===== config.mk =====
export PLATFORM = sky130hd
export DESIGN_NAME = a2d_spi_intf_flat
export DESIGN_NICKNAME = d
export VERILOG_FILES = /design/src/rtl/a2d_spi_intf_if.sv /design/src/rtl/a2d_spi_intf.sv /design/src/flat_wrapper.sv
export SDC_FILE = /design/constraint.sdc
export NUM_CORES = 1
export LEC_CHECK = 0
export CORE_MARGIN = 8
export CORE_UTILIZATION = 35
export CTS_CLUSTER_DIAMETER = 100
export CTS_CLUSTER_SIZE = 40
export DETAILED_ROUTE_END_ITERATION = 6
export SYNTH_ARGS = -nofsm -noshare
export SYNTH_HDL_FRONTEND = slang
export SYNTH_SLANG_ARGS = --single-unit

===== constraint.sdc =====
create_clock -name clk -period 1.7 [get_ports clk]
set_input_delay 0.255 -clock clk [delete_from_list [all_inputs] [get_ports clk]]
set_output_delay 0.255 -clock clk [all_outputs]
set_load 0.01 [all_outputs]

===== src/rtl/a2d_spi_intf_if.sv =====
// a2d_spi_intf_if: request/response and SPI pin bundle for the A2D responder.
//   start_conv, chnnl    : conversion request from the motion controller
//   cnv_cmplt, A2D_res   : completion level and 12-bit result
//   SS_n, SCLK, MOSI     : SPI outputs toward the ADC
//   MISO                 : SPI input from the ADC
// The slave modport is the responder's view; master is the requester/ADC side.
interface a2d_spi_intf_if;
  logic        start_conv;
  logic [2:0]  chnnl;
  logic        cnv_cmplt;
  logic [11:0] A2D_res;
  logic        SS_n;
  logic        SCLK;
  logic        MOSI;
  logic        MISO;

  modport slave (
    input  start_conv, chnnl, MISO,
    output cnv_cmplt, A2D_res, SS_n, SCLK, MOSI
  );

  modport master (
    output start_conv, chnnl, MISO,
    input  cnv_cmplt, A2D_res, SS_n, SCLK, MOSI
  );
endinterface


===== src/rtl/a2d_spi_intf.sv =====
// a2d_spi_intf: responder-side A2D interface. Each accepted request runs two
// 16-bit SPI frames to an 8-channel 12-bit ADC: frame 1 shifts out the channel
// command, frame 2 shifts in the result. The frames are separated by one SCLK
// period with SS_n high.
//   clk, rst   : system clock, synchronous active-high reset
//   bus.slave  : start_conv/chnnl in, cnv_cmplt/A2D_res out,
//                SS_n/SCLK/MOSI out, MISO in
// Parameter SCLK_DIV: clk cycles per SCLK period (even, >= 4).
module a2d_spi_intf #(
  parameter int SCLK_DIV = 32
) (
  input  logic           clk,
  input  logic           rst,
  a2d_spi_intf_if.slave  bus
);

  localparam int DIV_W = (SCLK_DIV > 2) ? $clog2(SCLK_DIV) : 1;
  localparam logic [DIV_W-1:0] DIV_LAST = DIV_W'(SCLK_DIV - 1);
  localparam logic [DIV_W-1:0] HALF_C   = DIV_W'(SCLK_DIV / 2);
  localparam logic [4:0]       PER_LAST = 5'd16;

  typedef enum logic [2:0] {IDLE, FRM1, GAP, FRM2, DONE} state_t;

  state_t           state_q, state_d;
  logic [DIV_W-1:0] div_q, div_d;     // cycle within the current SCLK period
  logic [4:0]       per_q, per_d;     // SCLK period index in a frame, 0..16
  logic [15:0]      shreg_q, shreg_d;
  logic             ss_n_q, ss_n_d;
  logic             sclk_q, sclk_d;
  logic             cmplt_q, cmplt_d;
  logic [11:0]      res_q, res_d;

  logic div_end;
  logic frame_end;
  logic in_frame;

  always_comb begin
    state_d = state_q;
    div_d   = div_q;
    per_d   = per_q;
    shreg_d = shreg_q;
    cmplt_d = cmplt_q;
    res_d   = res_q;

    div_end   = (div_q == DIV_LAST);
    // A frame is 17 periods: 16 clocked bits plus a trailing high period.
    frame_end = div_end && (per_q == PER_LAST);

    case (state_q)
      IDLE, DONE: begin
        if (bus.start_conv) begin
          state_d = FRM1;
          div_d   = '0;
          per_d   = '0;
          shreg_d = {2'b00, bus.chnnl, 11'h000};
          cmplt_d = 1'b0;
        end
      end
      FRM1, FRM2: begin
        // The first cycle of each period after period 0 is an SCLK-high
        // (rising-edge) cycle: sample MISO there, MSB first.
        if (div_q == '0 && per_q != '0) begin
          shreg_d = {shreg_q[14:0], bus.MISO};
        end
        if (div_end) begin
          div_d = '0;
          if (per_q != PER_LAST) per_d = per_q + 5'd1;
        end else begin
          div_d = div_q + 1'b1;
        end
        if (frame_end) begin
          div_d = '0;
          per_d = '0;
          if (state_q == FRM1) begin
            state_d = GAP;
            shreg_d = 16'h0000;
          end else begin
            state_d = DONE;
            res_d   = shreg_q[11:0];
            cmplt_d = 1'b1;
          end
        end
      end
      GAP: begin
        if (div_end) begin
          state_d = FRM2;
          div_d   = '0;
          per_d   = '0;
        end else begin
          div_d = div_q + 1'b1;
        end
      end
      default: state_d = IDLE;
    endcase

    // Pin levels are derived from the next state/counters so the SPI outputs
    // come straight from flops.
    in_frame = (state_d == FRM1) || (state_d == FRM2);
    ss_n_d   = !in_frame;
    sclk_d   = !(in_frame && (per_d < PER_LAST) && (div_d >= HALF_C));
  end

  always_ff @(posedge clk) begin
    if (rst) begin
      state_q <= IDLE;
      div_q   <= '0;
      per_q   <= '0;
      shreg_q <= 16'h0000;
      ss_n_q  <= 1'b1;
      sclk_q  <= 1'b1;
      cmplt_q <= 1'b0;
      res_q   <= 12'h000;
    end else begin
      state_q <= state_d;
      div_q   <= div_d;
      per_q   <= per_d;
      shreg_q <= shreg_d;
      ss_n_q  <= ss_n_d;
      sclk_q  <= sclk_d;
      cmplt_q <= cmplt_d;
      res_q   <= res_d;
    end
  end

  assign bus.SS_n      = ss_n_q;
  assign bus.SCLK      = sclk_q;
  assign bus.MOSI      = shreg_q[15];
  assign bus.cnv_cmplt = cmplt_q;
  assign bus.A2D_res   = res_q;

endmodule


===== src/flat_wrapper.sv =====
// flat-port wrapper written by rule: the top's interface ports become plain ports
module a2d_spi_intf_flat 
#(
  parameter int SCLK_DIV = 32
)
  (clk, rst, bus_start_conv, bus_chnnl, bus_MISO, bus_cnv_cmplt, bus_A2D_res, bus_SS_n, bus_SCLK, bus_MOSI);
  a2d_spi_intf_if bus_i ();
  input  logic clk;
  input  logic rst;
  input wire logic [$bits(bus_i.start_conv)-1:0] bus_start_conv;
  input wire logic [$bits(bus_i.chnnl)-1:0] bus_chnnl;
  input wire logic [$bits(bus_i.MISO)-1:0] bus_MISO;
  output wire logic [$bits(bus_i.cnv_cmplt)-1:0] bus_cnv_cmplt;
  output wire logic [$bits(bus_i.A2D_res)-1:0] bus_A2D_res;
  output wire logic [$bits(bus_i.SS_n)-1:0] bus_SS_n;
  output wire logic [$bits(bus_i.SCLK)-1:0] bus_SCLK;
  output wire logic [$bits(bus_i.MOSI)-1:0] bus_MOSI;
  assign bus_i.start_conv = bus_start_conv;
  assign bus_i.chnnl = bus_chnnl;
  assign bus_i.MISO = bus_MISO;
  assign bus_cnv_cmplt = bus_i.cnv_cmplt;
  assign bus_A2D_res = bus_i.A2D_res;
  assign bus_SS_n = bus_i.SS_n;
  assign bus_SCLK = bus_i.SCLK;
  assign bus_MOSI = bus_i.MOSI;
  a2d_spi_intf #(.SCLK_DIV(SCLK_DIV)) u_core (.clk(clk), .rst(rst), .bus(bus_i));
endmodule

# ---- Yosys cells after proc, flatten, opt, wreduce, memory -nomap -nowiden
# Index checks and enable logic that the tools add are counted.
dict set report totals {
  reg_bits 44
  inputBits 7
  output_inout_bits 16
  wordCells 65
}
dict set report classes {
  add_sub_neg 2
  magnitude_cmp 2
  eq_ne 12
  n_mux 24
  n_bitwise 1
  n_reduce_logical 16
}
# cell n
set op_table {}
lappend op_table {{$mux W16} 4}
lappend op_table {{$mux W5} 8}
lappend op_table {{$pmux W16 S2} 1}
lappend op_table {{$pmux W5 S3} 2}
lappend op_table {{$mux W3} 4}
lappend op_table {{$add A5 B1 Y5 const B} 2}
lappend op_table {{$eq A5 B5 Y1 const B} 2}
lappend op_table {{$eq A3 B2 Y1 const B} 3}
lappend op_table {{$pmux W3 S3} 1}
lappend op_table {{$eq A3 B1 Y1 const B} 2}
lappend op_table {{$ge A5 B5 Y1 const B} 1}
lappend op_table {{$logic_not A5 Y1} 1}
lappend op_table {{$lt A5 B5 Y1 const B} 1}
lappend op_table {{$ne A5 B5 Y1 const B} 1}
lappend op_table {{$reduce_bool A5 Y1} 1}
lappend op_table {{$logic_and A1 B1 Y1} 4}
lappend op_table {{$ne A2 B2 Y1 const B} 2}
lappend op_table {{$reduce_and A4 Y1} 1}
lappend op_table {{$reduce_or A2 Y1} 2}
lappend op_table {{$eq A3 B3 Y1 const B} 1}
lappend op_table {{$logic_not A3 Y1} 1}
lappend op_table {{$mux W1} 3}
lappend op_table {{$reduce_and A3 Y1} 1}
lappend op_table {{$logic_not A1 Y1} 2}
lappend op_table {{6 further kinds} 6}

# ---- Depth between registers and ports, before layout
# Gate-level depths: netlist (run 1).
dict set report depth {
  word_depth 9
  ltp_mapped 8
  depth_no_buf 7
}

# ---- Least setup slack after synthesis (run 1)
# No wires, ideal clock.
dict set report synth_path {
  path_type {register -> register}
  from {reg with a tool-made name}
  to {reg u_core.res_q[0], in the netlist u_core.bus.A2D_res[0]}
  setup_time_ns 0.128
  arrival_ns 1.668
  required_ns 1.572
  setup_slack_ns -0.096
  path_stages_with_launch 9
  n_path_buf 2
  synth_period_minus_slack_ns 1.796
  cell_sequence {dfxtp_1 ha_1 and3_1 ha_1 buf_2 nand4_2 buf_6 mux2i_1 nor2_1}
}
# element line
set synth_rtl {}
lappend synth_rtl {{end signal, assigned} a2d_spi_intf.sv:121} ;# res_q <= res_d;
lappend synth_rtl {{end, declared} a2d_spi_intf.sv:31} ;# logic [11:0] res_q, res_d;

==> results of run 1 <==
synthesized netlist by cell type, types with 2 or more instances:
library cell,number
a21oi_1,10
a32oi_1,2
and3_1,2
buf_2,5
buf_4,2
clkbuf_1,3
dfxtp_1,44
ha_1,5
inv_1,8
mux2i_1,29
nand2_1,7
nand3_1,6
nor2_1,25
nor2_2,10
nor3_1,3
nor3b_1,4
o21a_1,4
o21ai_0,8
o221ai_1,3
state kept, by name, indices dropped and copies added (netlist names), named ones only:
| name | cells |
|---|---|
| u_core.bus.SS_n | 1 |
| u_core.div_q | 3 |
| u_core.per_q | 5 |
| u_core.bus.A2D_res | 12 |
| u_core.bus.SCLK | 1 |
| u_core.state_q | 3 |
| u_core.shreg_q | 16 |
| u_core.bus.cnv_cmplt | 1 |
per-stage QoR:
stage	total power, mW	cells	worst slack [ns]	utilization (%)
after floorplan	1.217	209	0.00009226	-
after global placement	1.305	319	-0.1030	45.42
after detailed placement	1.308	319	-0.1355	45.42
after CTS	1.934	330	0.001759	48.33
after global routing	2.007	332	-0.07954	49.84
final	1.926	332	0.01071	49.84
repair_timing:
action / in CTS / in global routing
buffers inserted: 3 / 2
hold buffers: 0 / 0
cloned: 1 / 0
endpoints found under the setup margin: 14 / 19
pin swaps: 7 / 5
gates resized for setup: 12 / 14
worst max-delay path: stages, from the launching register on:
cell	delay [ns]
dfxtp_2	0.36
buf_4	0.13
inv_1	0.04
ha_1	0.18
nor4b_2	0.16
buf_4	0.15
o211ai_4	0.13
buf_12	0.18
mux2i_1	0.22
nor2_2	0.04
routing by layer:
metal  vias to the layer above  GRT usage [%]  part of all wire (%)
met4                         0          4.430                   1.6
met1                       796          13.95                    48
met5                         -              0                     0
li1                        837              -                     -
met3                         5          3.097                   4.5
met2                        23          17.28                    46
worst paths after layout:
| kind | endpoint | slack [ns] | cells after the start |
|---|---|---|---|
| worst max register to register | u_core.shreg_q[4]$_SDFFE_PP0P_ | 0.01 | 9 |
| worst max-delay path | u_core.shreg_q[4]$_SDFFE_PP0P_ | 0.01 | 9 |
| worst min-delay path | u_core.bus.cnv_cmplt$_SDFFE_PP0P_ | 0.48 | 2 |
| worst min register to register | u_core.bus.cnv_cmplt$_SDFFE_PP0P_ | 0.48 | 2 |
area by class of cell:
| type | instances | area, um2 | share of cell area [%] |
|---|---|---|---|
| Clock inverter | 2 | 12.51 | 0.4531 |
| Clock buffer | 5 | 68.82 | 2.492 |
| Multi-Input combinational cell | 145 | 1149 | 41.59 |
| Inverter | 8 | 30.03 | 1.087 |
| Timing Repair Buffer | 56 | 524.3 | 18.99 |
| Sequential cell | 44 | 887.1 | 32.13 |
| Tap cell | 72 | 90.09 | 3.262 |
kinds of logic (layout without fill, tap and decap cells):
group / after synthesis / after routing / share of synthesized area (%)
flops: 44 / 44 / 43.46
mux: 29 / 29 / 14.32
fa+ha+maj: 5 / 5 / 3.086
simple gates: 71 / 71 / 19.94
buf+inv: 20 / 71 / 5.555
xor+xnor: 2 / 2 / 0.8644
compound gates: 38 / 38 / 12.78
power by group:
| group | total (mW) | switching, mW | internal (mW) |
|---|---|---|---|
| clock | 0.628 | 0.349 | 0.278 |
| combinational | 0.228 | 0.120 | 0.107 |
| sequential | 1.07 | 0.0208 | 1.05 |
| total | 1.93 | 0.491 | 1.43 |
==> metrics.md, run 1 <==
| Metric | Value |
|---|---|
| Outcome | `finished, final reports clean` |
| Type of origin of the critical path | `register` |
| Fin crit period | `1.689 ns` |
| Gr ovfl total | `0` |
| Setup crit end kind | `register` |
| Nets@finish | `approximately 270` |
| Area after DPL | `about 2500 um2` |
| Min-delay src | `u_core.bus.cnv_cmplt$_SDFFE_PP0P_` |
| H-tree depth | `2` |
| Clock insertion delay at the later pin of the skew report | `around 0.29 ns` |
| Via density | `between 5 and 6` |
| Std cell rows | `27` |
| Max-cap viol count | `0` |
| Vias in the first global route | `between 1500 and 2000` |
| Inserted Diodes | `0` |
| IO buf count | `22` |
| Core box area | `roughly 5500 um2` |
| Post-synth EDFFs | `0` |
| Seq/Total Area, Yosys | `a little over two fifths` |
| Synthesized flop and latch total | `44` |
| DR WL/cell | `13.73 um` |
| Reg clk slew, reported paths | `0.08 ns` |
| Biggest area consumer among synthesized cells | `dfxtp_1` |
| TritonCTS clock tree | `yes` |
| First-pass iteration count of the detailed router | `4` |
| Share of layout cells above drive strength 1 | `between 30% and 40%` |
| Hold crit path type | `register to register` |
| Arrival time worst endpoint | `between 1.5 and 2 ns` |
| Clock tree sinks | `44` |
| Overall die width | `between 90 and 100 um` |
| Detailed Route WL | `4559 um` |
| Fmax achieved | `592.0 MHz` |
| Clock tree buffer depth | `2` |
| Ys flop type | `dfxtp_1` |
| Maximum number of pins on one net before global-route repair | `17` |
| PD cells | `~700 nW/um2` |
| Most frequent cells in the layout | `dfxtp_1 (39), buf_4 (30), mux2i_1 (28)` |
| Initial Util | `between 30 and 40%` |
| Layout area overhead | `36.23%` |
| Crit-path max FO | `7` |
| Hold_ws | `~0.48 ns` |
| Endpoints failing setup | `0` |
| Yosys warnings | `0` |
| Post-DP HPWL | `roughly 3300 um` |
| I/O Pins | `23` |
| Clock skew | `0.005313 ns` |
| Max-slew headroom | `between 70% and 80%` |
| Gpl congestion | `between 0.7 and 0.8` |
| GRT Total Usage | `between 10% and 20%` |
| Non-Filler Cell Area, Final | `~2800 um2` |
| TNS Setup | `0 ns` |
| Die Y | `92.10 um` |
| Antenna viol nets, final | `0` |
| Max VDD drop | `0.4653 mV` |
| Post-Synthesis Cells | `between 200 and 250` |
| Pleak | `between 1 and 1.5 nW` |
| Die ar. | `~8500 um2` |
| CP Class | `register to register` |
| Area share of the largest cell type after synthesis | `43.46%` |
| Mapped Area | `between 2000 and 2500 um2` |
| Most common library cell in the layout ignoring fill and taps | `dfxtp_1` |
| Vias | `1661` |
| Synth top area cells | `dfxtp_1 (43%), mux2i_1 (14%), nor2_1 (4.6%)` |
| Root Buffer | `clkbuf_8` |
| Filler cells | `about 530` |
| Initial antenna violation count | `0` |
| RSZ-0062 raised after global routing | `true` |
| Req. time, crit path | `approximately 1.9 ns` |
| DRC violations left | `0` |
| Initial DRC count | `a little under 60` |
| Yosys cell types | `48` |
| Global-route wire length before repair | `about 7700 um` |
| Worst slew pin tran | `about 0.34 ns` |
| Final slew viol count | `0` |
| Net Count, Synth | `221` |
| Post-synth ARST share | `0%` |
| Syn_area_per_cell | `about 9.7 um2` |
| Fin. Hold Viols | `0` |
| Period utilisation layout | `between 90% and 100%` |
| Inserted Clock Buffers | `5` |
No activity file was read; power rests on OpenSTA's default activity.
==> inputs of run 2 (changes only) <==
Settings changed: PLACE_DENSITY_LB_ADDON set to 0.12.
==> run 2 against run 1 <==
Against the previous run:
- critical path depth is 2 lower
- the run now ends with negative setup slack left
- total power increased by 4.7%
- combinational power grew 2%
- highest routed layer unchanged
- sequential share of layout area fell by 0.74 points
- sequential power hardly changed
- cell area increased by 2.2%
- via count decreased by 1.8%
- clock skew grew 0.0014 ns
- hold slack worse by 0.0072 ns
- die area unchanged
- routed wire length up 2.9%
==> metrics.md, run 2 (synthesized netlist as in run 1, its figures left out) <==
| Metric | Value |
|---|---|
| Core box area | `5540 um2 (unchanged)` |
| Hold_buf cts | `0 (unchanged)` |
| Outcome | `finished with violations` |
| Endpoints failing setup | `8 (+8)` |
| Fmax achieved | `583.0 MHz (-1.5%)` |
| Period utilisation layout | `100.9% (+1.5 points)` |
| First-pass iteration count of the detailed router | `4 (unchanged)` |
| Nets@finish | `273 (+0.37%)` |
| Inserted Clock Buffers | `5 (unchanged)` |
| Worst path max stage delay | `0.49 ns (+0.13 ns)` |
| Max-slew headroom | `76.97% (-0.21 points)` |
| Gr ovfl total | `0 (unchanged)` |
| DRC violations left | `0 (unchanged)` |
| Overall die width | `92.10 um (unchanged)` |
| Setup slack after layout | `-0.01515 ns (-0.02586 ns)` |
| Inserted Diodes | `0 (unchanged)` |
| Detailed Route WL | `4690 um (+2.9%)` |
| Die ar. | `8482 um2 (unchanged)` |
| Final slew viol count | `0 (unchanged)` |
| Share of layout cells above drive strength 1 | `33.21% (+2.8 points)` |
| Vias | `1631 (-1.8%)` |
| Met2 GRT Util | `18.30% (+1.0 points)` |
| Via density | `4.883 (-2.4%)` |
| Met3 GRT Util | `3.260% (+0.16 points)` |
| Max reg flops | `16 (unchanged)` |
| Clock tree sinks | `44 (unchanged)` |
| Most frequent cells in the layout | `dfxtp_1 (40), buf_4 (30), nor2_1 (25)` |
| Most flops, register | `u_core.shreg_q` |
| Crit-path max FO | `6 (-1)` |
| Hold crit path type | `register to register` |
| Power Total | `2.016 mW (+4.7%)` |
| Std cell rows | `27 (unchanged)` |
| Grt met1 use | `14.29% (+0.34 points)` |
| Layout area overhead | `39.26%` |
| Worst r2r dst | `u_core.shreg_q[5]$_SDFFE_PP0P_` |
| Req. time, crit path | `1.90 ns (about the same)` |
| TritonCTS clock tree | `yes` |
| Max VDD drop | `0.4393 mV (-5.6%)` |
| Pleak | `1.213 nW (-1.3%)` |
| CP Class | `register to register` |
| Clock insertion delay at the later pin of the skew report | `0.30 ns (about the same)` |
| Max-cap viol count | `0 (unchanged)` |
| Min-delay src | `u_core.bus.cnv_cmplt$_SDFFE_PP0P_` |
| Setup crit end kind | `register` |
| Reg2reg setup slack | `-0.02 ns (-0.03 ns)` |
| Root Buffer | `clkbuf_8` |
| I/O Pins | `23 (unchanged)` |
| Filler cells | `551 (+3.4%)` |
| Post-DP HPWL | `3245 um (-0.28%)` |
| Worst slew pin tran | `0.3444 ns (+0.003507 ns)` |
| Worst hold stages | `2 (unchanged)` |
| DR WL/cell | `14.04 um (+2.3%)` |
| Clock skew | `0.006758 ns (+0.001446 ns)` |
| Slowest cell on crit path | `or4b_4` |
| Initial antenna violation count | `0 (unchanged)` |
| Reg clk slew, reported paths | `0.09 ns (about the same)` |
| PD cells | `714.2 nW/um2 (+2.4%)` |
| Final core utilization | `50.95% (+1.1 points)` |
| Failing checks | `negative setup slack` |
| TNS Setup | `-0.07058 ns (-0.07058 ns)` |
| Maximum number of pins on one net before global-route repair | `17 (unchanged)` |
| Arrival time worst endpoint | `1.91 ns (+0.03 ns)` |
| Fin crit period | `1.715 ns (+0.02586 ns)` |
| H-tree depth | `2 (unchanged)` |
| Hold path endpoint | `u_core.bus.cnv_cmplt$_SDFFE_PP0P_` |
| Gpl congestion | `0.7596 (-0.20%)` |
| Fin. Hold Viols | `0 (unchanged)` |
| Worst R2R Start | `u_core.per_q[0]$_SDFFE_PP0P_` |
| IO buf count | `22 (unchanged)` |
| Initial DRC count | `55 (-5.2%)` |
| Antenna viol nets, final | `0 (unchanged)` |
| Vias in the first global route | `1632 (+3.0%)` |
| Cell breakdown of the critical path | `inv_2, ha_4, or4b_4, o211ai_4, clkbuf_16, mux2i_1, nor2_2` |
| Clock tree buffer depth | `2 (unchanged)` |
| Reg2Reg Depth | `7 (-2)` |
| Initial Util | `36.59% (unchanged)` |
| Die Y | `92.10 um (unchanged)` |
| GRT busiest layer | `met2` |
| RSZ-0062 raised after global routing | `true` |
| Most common library cell in the layout ignoring fill and taps | `dfxtp_1` |
| Global-route wire length before repair | `7976 um (+3.9%)` |
| GRT Total Usage | `11.44% (+0.39 points)` |
| Type of origin of the critical path | `register` |
run 2: per-stage QoR:
stage / area [um2] / setup slack (ns) / cells / hold slack (ns)
CTS: 2720 / -0.01222 / 333 / 0.4691
detailed placement: 2531 / -0.1023 / 321 / 0.4549
global route: 2823 / -0.08113 / 334 / 0.4758
finish: 2823 / -0.01515 / 334 / 0.4678
floorplan: 2059 / 0.00009226 / 209 / 0.3989
global placement: 2531 / -0.08151 / 321 / 0.4620
run 2: layer usage:
metal | vias to the layer above | part of all wire (%)
li1 | 847 | -
met2 | 19 | 48
met1 | 757 | 47
met5 | - | 0
met4 | 0 | 1.4
met3 | 8 | 3.5
run 2: how the worst max path moves through the flow:
stage,from,endpoint,depth (start not counted)
after global placement,bus_start_conv,u_core.bus.SCLK$_SDFF_PP1_,5
after CTS,register,u_core.bus.SCLK$_SDFF_PP1_,7
after detailed placement,bus_start_conv,u_core.bus.SCLK$_SDFF_PP1_,5
final,u_core.per_q[0]$_SDFFE_PP0P_,u_core.shreg_q[5]$_SDFFE_PP0P_,7
after global routing,register,u_core.bus.SCLK$_SDFF_PP1_,8
after floorplan,register,u_core.div_q[3]$_SDFF_PP0_,6
run 2: what timing repair did:
action                                  CTS  global route
setup buffers                             3             1
gates cloned                              1             0
endpoints found under the setup margin   16            28
endpoints found under the hold margin     0             0
gates resized for setup                  17            19
pin swaps                                 4             8
run 2: power breakdown:
part | switching (mW) | total [mW] | internal, mW
clock | 0.387 | 0.717 | 0.329
sequential | 0.0194 | 1.07 | 1.05
combinational | 0.124 | 0.232 | 0.108
run 2: area by class of cell:
| class | count | area [um2] | area share, % |
|---|---|---|---|
| multi-input combinational | 145 | 1186 | 42.02 |
| sequential | 44 | 885.9 | 31.38 |
| timing repair buffer | 57 | 533.0 | 18.88 |
| tap | 72 | 90.09 | 3.191 |
| clock buffer | 6 | 82.58 | 2.926 |
| inverter | 8 | 30.03 | 1.064 |
| clock inverter | 2 | 15.01 | 0.5319 |
run 2: worst max-delay path: cells and delay by family (launching register included):
kind / cells / cell delay, ns
AO/OA/AOI/OAI: 1 / 0.13
adder cells (fa/ha/maj): 1 / 0.12
buffers and inverters: 2 / 0.26
flip-flops: 1 / 0.33
multiplexers: 1 / 0.21
AND/OR/NAND/NOR: 2 / 0.54
==> inputs of run 3 (changes only) <==
Settings changed: CELL_PAD_IN_SITES_DETAIL_PLACEMENT set to 1, CELL_PAD_IN_SITES_GLOBAL_PLACEMENT set to 2, CORE_UTILIZATION 35 to 31.
==> run 3 against run 2 <==
Against the previous run:
- the flow still finishes with violations (negative setup slack)
- core utilization is 6.5 points lower
- clock power is 15% higher
- flip-flop and latch count stayed put
- combinational power is 5% higher
- worst setup slack better by 0.0052 ns
- cell count is 1.2% higher
- total power is 6.2% higher
- fmax is 0.30% higher
==> metrics.md, run 3 (synthesized netlist as in run 1, its figures left out) <==
| Metric | Value |
|---|---|
| Reg2Reg Depth | `7 (unchanged)` |
| Gr ovfl total | `0 (unchanged)` |
| Type of origin of the critical path | `register` |
| Hold_ws | `0.4681 ns (+0.0003190 ns)` |
| Die ar. | `9382 um2 (+11%)` |
| Clock tree buffer depth | `2 (unchanged)` |
| Non-Filler Cell Area, Final | `2823 um2 (unchanged)` |
| Vias in the first global route | `1809 (+11%)` |
| Outcome | `finished with violations` |
| Final slew viol count | `0 (unchanged)` |
| Endpoints failing setup | `3 (-5)` |
| Crit-path max FO | `7 (+1)` |
| Clock skew | `0.005260 ns (-0.001498 ns)` |
| IO buf count | `22 (unchanged)` |
| Max reg flops | `16 (unchanged)` |
| Share of layout cells above drive strength 1 | `30.65% (-2.6 points)` |
| Post-DP HPWL | `3946 um (+22%)` |
| Filler cells | `710 (+29%)` |
| Root Buffer | `clkbuf_8` |
| Vias | `1658 (+1.7%)` |
| GRT busiest layer | `met2` |
| Met3 GRT Util | `2.916% (-0.34 points)` |
| Global-route wire length before repair | `9018 um (+13%)` |
| PD cells | `758.2 nW/um2 (+6.2%)` |
| FF+latch area | `885.9 um2 (unchanged)` |
| Overall die width | `96.86 um (+5.2%)` |
| TritonCTS clock tree | `yes` |
| Layout area overhead | `39.26% (unchanged)` |
| Max VDD drop | `0.4335 mV (-1.3%)` |
| Antenna viol nets, final | `0 (unchanged)` |
| Most common library cell in the layout ignoring fill and taps | `dfxtp_1` |
| Worst r2r dst | `u_core.shreg_q[7]$_SDFFE_PP0P_` |
| DR WL/cell | `16.24 um (+16%)` |
| Fmax achieved | `584.8 MHz (+0.30%)` |
| First-pass iteration count of the detailed router | `4 (unchanged)` |
| Reg clk slew, reported paths | `0.09 ns (about the same)` |
| Maximum number of pins on one net before global-route repair | `22 (+5)` |
| Hold_buf cts | `0 (unchanged)` |
| Multi-input gate area | `1156 um2 (-2.5%)` |
| Inserted Diodes | `0 (unchanged)` |
| RSZ-0062 raised after global routing | `true` |
| Grt met1 use | `13.92% (-0.38 points)` |
| CP Class | `register to register` |
| Max-slew headroom | `76.52% (-0.45 points)` |
| Most flops, register | `u_core.shreg_q` |
| Initial DRC count | `24 (-56%)` |
| Inserted Clock Buffers | `5 (unchanged)` |
| Most frequent cells in the layout | `dfxtp_1 (40), mux2i_1 (26), buf_4 (26)` |
| Via density | `4.905 (+0.45%)` |
| Clock tree sinks | `44 (unchanged)` |
| Nets@finish | `272 (-0.37%)` |
| Setup crit end kind | `register` |
| Fin crit period | `1.710 ns (-0.005186 ns)` |
| Detailed Route WL | `5489 um (+17%)` |
| Hold crit path type | `register to register` |
| Pleak | `1.240 nW (+2.2%)` |
| I/O Pins | `23 (unchanged)` |
| Req. time, crit path | `1.90 ns (about the same)` |
| Arrival time worst endpoint | `1.91 ns (about the same)` |
| Clock insertion delay at the later pin of the skew report | `0.30 ns (about the same)` |
| Initial Util | `31.92% (-4.7 points)` |
| Max-cap viol count | `0 (unchanged)` |
| Final core utilization | `44.45% (-6.5 points)` |
| Setup slack after layout | `-0.009966 ns (+0.005186 ns)` |
| Fin. Hold Viols | `0 (unchanged)` |
| Worst hold stages | `2 (unchanged)` |
| Dpl ws | `-0.1964 ns (-0.09412 ns)` |
| DRC violations left | `0 (unchanged)` |
| Period utilisation layout | `100.6% (-0.31 points)` |
| Met2 GRT Util | `19.53% (+1.2 points)` |
| Gpl congestion | `0.8060 (+6.1%)` |
| Worst R2R Start | `u_core.per_q[1]$_SDFFE_PP0P_` |
| H-tree depth | `2 (unchanged)` |
| Initial antenna violation count | `0 (unchanged)` |
| Min-delay src | `u_core.bus.cnv_cmplt$_SDFFE_PP0P_` |
| Core box area | `6350 um2 (+15%)` |
| Power Total | `2.140 mW (+6.2%)` |
| Failing checks | `negative setup slack` |
| Area after DPL | `2537 um2 (+0.25%)` |
| Hold path endpoint | `u_core.bus.cnv_cmplt$_SDFFE_PP0P_` |
| Reg2reg setup slack | `-0.01 ns (about the same)` |
| GRT Total Usage | `11.58% (+0.14 points)` |
| Worst slew pin tran | `0.3522 ns (+0.007773 ns)` |
| Die Y | `96.86 um (+5.2%)` |
| Std cell rows | `29 (+7.4%)` |
run 3: report_power, final:
part | internal [mW] | leakage (nW) | switching [mW]
Combinational | 0.110 | 0.827 | 0.134
Sequential | 1.05 | 0.358 | 0.0211
Clock | 0.443 | 0.0548 | 0.384
Total | 1.60 | 1.24 | 0.538
run 3: worst max-delay path by stage:
stage                                            start                        endpoint  depth (start not counted)  slack (ns)
after floorplan                               register      u_core.div_q[3]$_SDFF_PP0_                          6     0.00009
after global placement                  bus_start_conv      u_core.bus.SCLK$_SDFF_PP1_                          5       -0.14
after detailed placement                      register                        register                          8       -0.20
after CTS                 u_core.per_q[1]$_SDFFE_PP0P_  u_core.shreg_q[2]$_SDFFE_PP0P_                          7       -0.03
after global routing                          register      u_core.div_q[3]$_SDFF_PP0_                          6       -0.07
final                     u_core.per_q[1]$_SDFFE_PP0P_  u_core.shreg_q[7]$_SDFFE_PP0P_                          7       -0.01
run 3: cell type report:
type	count	area share (%)
Multi-Input combinational cell	145	40.96
Sequential cell	44	31.38
Timing Repair Buffer	56	19.10
Tap cell	77	3.413
Clock buffer	5	2.438
Clock inverter	3	1.640
Inverter	8	1.064
run 3: worst max-delay path: stages (launching register included):
cell	delay, ns
dfxtp_2	0.34
inv_2	0.06
ha_4	0.12
or4b_4	0.48
o211ai_4	0.15
buf_12	0.18
mux2i_1	0.23
nor2_2	0.05
run 3: timing repair:
| item | in CTS | in global routing |
|---|---|---|
| buffers inserted | 1 | 1 |
| gates resized for setup | 19 | 14 |
| pin swaps | 10 | 10 |
| cloned | 1 | 1 |
| endpoints found under the setup margin | 20 | 24 |
| hold endpoints to repair | 0 | 0 |
run 3: routing by layer:
| layer | wire length [um] | share of wire (%) |
|---|---|---|
| met2 | 2654 | 48 |
| met4 | 57 | 1.0 |
| met3 | 137 | 2.5 |
| met5 | 0 | 0 |
| met1 | 2640 | 48 |
run 3: through the flow:
step,instances,TNS (ns)
after floorplan,209,0
after global placement,326,-1.311
after detailed placement,326,-1.873
after CTS,336,-0.1142
after global routing,338,-0.9957
final,338,-0.01593
